==> src/rtl/mips_avalon_arbiter_if.sv <==
// Avalon-MM bus bundle shared by the arbiter's master and slave sides.
// The master modport drives a request; the slave modport answers with waitrequest/readdata.
interface mips_avalon_arbiter_if #(
  parameter int ADDR_WIDTH = 32,
  parameter int DATA_WIDTH = 32
);
  logic [ADDR_WIDTH-1:0]   address;
  logic                    read;
  logic                    write;
  logic [DATA_WIDTH-1:0]   writedata;
  logic [DATA_WIDTH/8-1:0] byteenable;
  logic                    waitrequest;
  logic [DATA_WIDTH-1:0]   readdata;

  modport master (
    output address, read, write, writedata, byteenable,
    input  waitrequest, readdata
  );

  modport slave (
    input  address, read, write, writedata, byteenable,
    output waitrequest, readdata
  );
endinterface

==> src/rtl/mips_avalon_arbiter.sv <==
// Two-master (m0 = instruction fetch, m1 = data) to one-slave Avalon-MM arbiter, round-robin.
// Define MIPS_AVALON_ARB_FIXED_PRIO_EN to make m1 win every contended arbitration instead.
module mips_avalon_arbiter #(
  parameter int ADDR_WIDTH = 32,
  parameter int DATA_WIDTH = 32,
  parameter bit INIT_LAST  = 1'b1
) (
  input logic                   clk,
  input logic                   rst,
  mips_avalon_arbiter_if.slave  m0_if,
  mips_avalon_arbiter_if.slave  m1_if,
  mips_avalon_arbiter_if.master s_if
);

  localparam int BE_WIDTH = DATA_WIDTH / 8;

`ifdef MIPS_AVALON_ARB_FIXED_PRIO_EN
  localparam bit FIXED_PRIO = 1'b1;
`else
  localparam bit FIXED_PRIO = 1'b0;
`endif

  typedef enum logic [1:0] {IDLE, GNT0, GNT1} state_e;

  state_e                state_q;
  logic                  last_grant_q;
  logic                  req0;
  logic                  req1;
  logic                  pick_m1;
  logic [ADDR_WIDTH-1:0] s_address;
  logic                  s_read;
  logic                  s_write;
  logic [DATA_WIDTH-1:0] s_writedata;
  logic [BE_WIDTH-1:0]   s_byteenable;
  logic                  m0_wait;
  logic                  m1_wait;

  assign req0 = m0_if.read | m0_if.write;
  assign req1 = m1_if.read | m1_if.write;

  // Winner when both masters request at once: the one that was not served last.
  assign pick_m1 = FIXED_PRIO | ~last_grant_q;

  // NOTE: state lives in a clocked block with non-blocking assignments only, and the
  // reset is in the sensitivity list so the bus is released the instant rst rises.
  always_ff @(posedge clk or posedge rst) begin
    if (rst) begin
      state_q      <= IDLE;
      last_grant_q <= INIT_LAST;
    end else begin
      unique case (state_q)
        IDLE: begin
          if (req0 && req1)  state_q <= pick_m1 ? GNT1 : GNT0;
          else if (req0)     state_q <= GNT0;
          else if (req1)     state_q <= GNT1;
        end
        GNT0: begin
          if (req0 && !s_if.waitrequest) begin
            last_grant_q <= 1'b0;
            state_q      <= req1 ? GNT1 : GNT0;
          end else if (!req0) begin
            state_q <= IDLE;
          end
        end
        GNT1: begin
          if (req1 && !s_if.waitrequest) begin
            last_grant_q <= 1'b1;
            state_q      <= (req0 && !FIXED_PRIO) ? GNT0 : GNT1;
          end else if (!req1) begin
            state_q <= IDLE;
          end
        end
        default: state_q <= IDLE;
      endcase
    end
  end

  // Read+write together is illegal; the write wins so the slave never sees both.
  always_comb begin
    // NOTE: every output is given a default first so no path through the case infers a latch.
    s_address    = '0;
    s_read       = 1'b0;
    s_write      = 1'b0;
    s_writedata  = '0;
    s_byteenable = '0;
    m0_wait      = 1'b1;
    m1_wait      = 1'b1;
    unique case (state_q)
      GNT0: begin
        s_address    = m0_if.address;
        s_read       = m0_if.read & ~m0_if.write;
        s_write      = m0_if.write;
        s_writedata  = m0_if.writedata;
        s_byteenable = m0_if.byteenable;
        m0_wait      = s_if.waitrequest;
      end
      GNT1: begin
        s_address    = m1_if.address;
        s_read       = m1_if.read & ~m1_if.write;
        s_write      = m1_if.write;
        s_writedata  = m1_if.writedata;
        s_byteenable = m1_if.byteenable;
        m1_wait      = s_if.waitrequest;
      end
      default: ;
    endcase
  end

  assign s_if.address      = s_address;
  assign s_if.read         = s_read;
  assign s_if.write        = s_write;
  assign s_if.writedata    = s_writedata;
  assign s_if.byteenable   = s_byteenable;
  assign m0_if.waitrequest = m0_wait;
  assign m1_if.waitrequest = m1_wait;
  assign m0_if.readdata    = s_if.readdata;
  assign m1_if.readdata    = s_if.readdata;

endmodule

==> src/flat_wrapper.sv <==
// flat-port wrapper written by rule: the top's interface ports become plain ports
module mips_avalon_arbiter_flat 
#(
  parameter int ADDR_WIDTH = 32,
  parameter int DATA_WIDTH = 32,
  parameter bit INIT_LAST  = 1'b1
)
  (clk, rst, m0_if_address, m0_if_read, m0_if_write, m0_if_writedata, m0_if_byteenable, m0_if_waitrequest, m0_if_readdata, m1_if_address, m1_if_read, m1_if_write, m1_if_writedata, m1_if_byteenable, m1_if_waitrequest, m1_if_readdata, s_if_address, s_if_read, s_if_write, s_if_writedata, s_if_byteenable, s_if_waitrequest, s_if_readdata);
  mips_avalon_arbiter_if #(.ADDR_WIDTH(ADDR_WIDTH), .DATA_WIDTH(DATA_WIDTH)) m0_if_i ();
  mips_avalon_arbiter_if #(.ADDR_WIDTH(ADDR_WIDTH), .DATA_WIDTH(DATA_WIDTH)) m1_if_i ();
  mips_avalon_arbiter_if #(.ADDR_WIDTH(ADDR_WIDTH), .DATA_WIDTH(DATA_WIDTH)) s_if_i ();
  input logic clk;
  input logic rst;
  input wire logic [$bits(m0_if_i.address)-1:0] m0_if_address;
  input wire logic [$bits(m0_if_i.read)-1:0] m0_if_read;
  input wire logic [$bits(m0_if_i.write)-1:0] m0_if_write;
  input wire logic [$bits(m0_if_i.writedata)-1:0] m0_if_writedata;
  input wire logic [$bits(m0_if_i.byteenable)-1:0] m0_if_byteenable;
  output wire logic [$bits(m0_if_i.waitrequest)-1:0] m0_if_waitrequest;
  output wire logic [$bits(m0_if_i.readdata)-1:0] m0_if_readdata;
  input wire logic [$bits(m1_if_i.address)-1:0] m1_if_address;
  input wire logic [$bits(m1_if_i.read)-1:0] m1_if_read;
  input wire logic [$bits(m1_if_i.write)-1:0] m1_if_write;
  input wire logic [$bits(m1_if_i.writedata)-1:0] m1_if_writedata;
  input wire logic [$bits(m1_if_i.byteenable)-1:0] m1_if_byteenable;
  output wire logic [$bits(m1_if_i.waitrequest)-1:0] m1_if_waitrequest;
  output wire logic [$bits(m1_if_i.readdata)-1:0] m1_if_readdata;
  output wire logic [$bits(s_if_i.address)-1:0] s_if_address;
  output wire logic [$bits(s_if_i.read)-1:0] s_if_read;
  output wire logic [$bits(s_if_i.write)-1:0] s_if_write;
  output wire logic [$bits(s_if_i.writedata)-1:0] s_if_writedata;
  output wire logic [$bits(s_if_i.byteenable)-1:0] s_if_byteenable;
  input wire logic [$bits(s_if_i.waitrequest)-1:0] s_if_waitrequest;
  input wire logic [$bits(s_if_i.readdata)-1:0] s_if_readdata;
  assign m0_if_i.address = m0_if_address;
  assign m0_if_i.read = m0_if_read;
  assign m0_if_i.write = m0_if_write;
  assign m0_if_i.writedata = m0_if_writedata;
  assign m0_if_i.byteenable = m0_if_byteenable;
  assign m0_if_waitrequest = m0_if_i.waitrequest;
  assign m0_if_readdata = m0_if_i.readdata;
  assign m1_if_i.address = m1_if_address;
  assign m1_if_i.read = m1_if_read;
  assign m1_if_i.write = m1_if_write;
  assign m1_if_i.writedata = m1_if_writedata;
  assign m1_if_i.byteenable = m1_if_byteenable;
  assign m1_if_waitrequest = m1_if_i.waitrequest;
  assign m1_if_readdata = m1_if_i.readdata;
  assign s_if_address = s_if_i.address;
  assign s_if_read = s_if_i.read;
  assign s_if_write = s_if_i.write;
  assign s_if_writedata = s_if_i.writedata;
  assign s_if_byteenable = s_if_i.byteenable;
  assign s_if_i.waitrequest = s_if_waitrequest;
  assign s_if_i.readdata = s_if_readdata;
  mips_avalon_arbiter #(.ADDR_WIDTH(ADDR_WIDTH), .DATA_WIDTH(DATA_WIDTH), .INIT_LAST(INIT_LAST)) u_core (.clk(clk), .rst(rst), .m0_if(m0_if_i), .m1_if(m1_if_i), .s_if(s_if_i));
endmodule
==> config.mk <==
export PLATFORM = sky130hd
export DESIGN_NAME = mips_avalon_arbiter_flat
export DESIGN_NICKNAME = d
export VERILOG_FILES = /design/src/rtl/mips_avalon_arbiter_if.sv /design/src/rtl/mips_avalon_arbiter.sv /design/src/flat_wrapper.sv
export SDC_FILE = /design/constraint.sdc
export NUM_CORES = 1
export LEC_CHECK = 0
export CAP_MARGIN = 20
export CORE_AREA = 2 2 119 121
export CTS_CLUSTER_DIAMETER = 80
export DETAILED_ROUTE_END_ITERATION = 8
export DIE_AREA = 0 0 121 123
export PLACE_DENSITY = 0.56
export SLEW_MARGIN = 20
export SYNTH_ARGS = -nofsm -noshare
export SYNTH_HDL_FRONTEND = slang
export SYNTH_SLANG_ARGS = --single-unit
==> constraint.sdc <==
create_clock -name clk -period 2 [get_ports clk]
set_clock_uncertainty 0.1 [all_clocks]
set_input_delay 0.3 -clock clk [delete_from_list [all_inputs] [get_ports clk]]
set_output_delay 0.3 -clock clk [all_outputs]
set_load 0.1 [all_outputs]
==> flow_summary.yaml <==
outcome:
  outcome: "finished, violations left"
  violations: "negative setup slack"
global_routing:
  first_global_vias: 2683
  grt_pass1_wl_mm: 14.5
  antenna_found_initial: 1
  grt_overflow: 0
  grt_max_degree: 31
  grt_usage: 0.123
timing:
  max_freq_mhz: 486
  final-hold-violation-count: 0
  slew_viol_final: 0
  fin_ws_ns: -0.0561
  maxSlewHeadroom: 0.837
  whs_ns: 0.174
  period_needed_ns: 2.06
  setup_viol: 65
  fin_crit_sh: 1.03
  rsz0062_at_grt: "true"
  worstMarginPinSlew_ns: 0.243
worst_setup_path:
  worstSetupStartpointType: "flop"
  crit_path_start: "u_core.state_q[1]$_DFFE_PP0P_"
  worstPathMaxFanout: 14
  crit_path_end_kind: "output port"
  crit_arrival_ns: 1.66
  worstSetupPathType: "flop to output port"
  cp-endpoint: "s_if_address[3]"
  r2r_slack_ns: 0.16
  reg2reg_from: "u_core.state_q[1]$_DFFE_PP0P_"
  regToRegEndpoint: "u_core.state_q[1]$_DFFE_PP0P_"
  r2r_cells: 7
  cp_data_required_time_ns: 1.60
synthesis:
  synth_fp_nets: 445
  yosysTopAreaCellShare: 0.285
  ys.flop_type: "dfrtp_1"
  synthTopCellsByCount: "70 x a22oi_1, 69 x nor2b_1, 64 x buf_4, 15 x clkbuf_1, 7 x buf_1"
  ys_seq_elements: 3
  synth_area_sq_um: 1840
  yosys.area.top_type: "a22oi_1"
  ys_top_cells_by_area: "a22oi_1 29%, buf_4 26%, nor2b_1 23%"
  synth-edff-count: 0
  syn_inst: 266
  ys_async_sr_fraction: 1.00
  yosysWarnings: 0
  synth_cell_types: 25
  ys_seq_area_frac: 0.0414
  synth_most_common_cell: "a22oi_1"
  synth.avg_cell_area_sq_um: 6.93
power_and_ir_drop:
  ir_drop_mv: 0.544
  power_leakage_uw: 0.00205
  power.density_nw_per_um2: 1870
  power_uw: 10800
job:
  drv_cap: 0
placed_design:
  dp.cells: 583
  dpl_cell_area_sq_um: 5050
  portBuffers: 214
  gp_congestion: 0.820
  place_hpwl_mm: 7.46
final_layout:
  multi_input_area_sq_um: 2090
  antenna_cells: 0
  stdcell_count: 602
  final_layout_size_suffix_gt1_frac: 0.592
  final_nets: 602
  fin_area_sq_um: 5780
  area_growth_pct: 214
  regArea_sq_um: 76.3
  nFillCells: 1245
detailed_routing:
  vias: 2565
  drt-wirelength-per-cell_um: 17.4
  first_iter_violations: 48
  via_per_inst: 4.26
  wirelength_mm: 10.5
  drtAntennaViolNets: 0
  drc: 0
  first_pass_iters: 4
die:
  io_pins: 311
  die_x_um: 121
  initial_core_util: 0.135
  die_h_um: 123
  rows: 43
  coreArea_sq_um: 13600
  die_area_sq_um: 14900
clocking:
  clock_sinks: 3
  cts.htree.levels: 1
  clk_latency_ns: 0.22
  cts_tree: "yes"
  path_clk_slew_ns: 0.03
  cts_made_buffers: 3
  clock-root-buffer: "clkbuf_16"
  cts_max_path_buffers: 2
worst_hold_path:
  hold_path_class: "input port to async pin"
## how the worst min path moves through the flow
stage	to	slack, ns	start
after global placement	u_core.state_q[0]$_DFFE_PP0P_	0.44	rst
after detailed placement	u_core.state_q[0]$_DFFE_PP0P_	0.42	rst
after global routing	u_core.state_q[1]$_DFFE_PP0P_	0.20	rst
after CTS	u_core.state_q[1]$_DFFE_PP0P_	0.18	rst
after floorplan	u_core.state_q[0]$_DFFE_PP0P_	-0.05	rst
final	u_core.state_q[1]$_DFFE_PP0P_	0.17	rst
## sequential cells by signal (all words and copies together), names as in the netlist
name and count:
u_core.state_q 2, u_core.last_grant_q 1
## routing by layer
layer,part of all wire,vias to the layer above,global-route usage
met5,0,-,0
met4,0.020,0,0.0378
met3,0.089,30,0.0318
met2,0.54,121,0.237
met1,0.35,1224,0.132
li1,-,1190,-
## placed cells by master, fill, tap and decap left out, types with 2 or more instances in the layout
master,n
a22oi_2,69
a31oi_1,2
buf_12,80
buf_16,3
buf_4,8
buf_6,3
clkbuf_16,6
clkdlybuf4s50_1,142
dfrtp_1,2
ha_4,3
inv_1,3
inv_2,2
nand2_1,2
nand2b_2,2
nor2_1,5
nor2b_4,69
o211ai_1,3
o22ai_1,2
## area by class of cell
cell class	count	area share
tap	180	0.0390
multi-input combinational	170	0.362
sequential	3	0.0132
timing repair buffer	240	0.569
inverter	5	0.00325
clock buffer	4	0.0136
## critical path, stage by stage, from the launching register on
cell       delay [ns]
dfrtp_1          0.38
buf_4            0.16
ha_4             0.21
clkbuf_16        0.20
a22oi_2          0.23
nor2b_4          0.07
buf_12           0.16
## stage by stage
step | setup slack, ns | util | setup TNS (ns)
5_1_grt | -0.0950 | 0.424 | -5.09
4_1_cts | -0.0719 | 0.409 | -2.31
3_5_place_dp | 0.0130 | 0.371 | 0
6_report | -0.0561 | 0.424 | -1.70
3_3_place_gp | 0.0291 | 0.371 | 0
2_1_floorplan | -0.103 | - | -4.11
## cell families after synthesis
| logic type | count (synthesis) | synth area share |
|---|---|---|
| AOI/OAI and AO/OA | 82 | 0.331 |
| adders and majority gates | 4 | 0.0272 |
| and+or+nand+nor | 83 | 0.274 |
| muxes | 1 | 0.00543 |
| DFF | 3 | 0.0414 |
| buffers and inverters | 93 | 0.321 |
## power by group
group	internal (uW)	switching, uW
clock	263	54.9
sequential	93.8	19.9
combinational	4610	5790
total	4970	5860
## repair_timing
item	4_1_cts	5_1_grt
gates cloned	4	3
buffers inserted	9	1
resized for setup	55	32
hold buffers	0	0
setup endpoints to repair	70	70
pin swaps	2	5
endpoints found under the hold margin	0	0
Power figures use the tool's default switching activity.
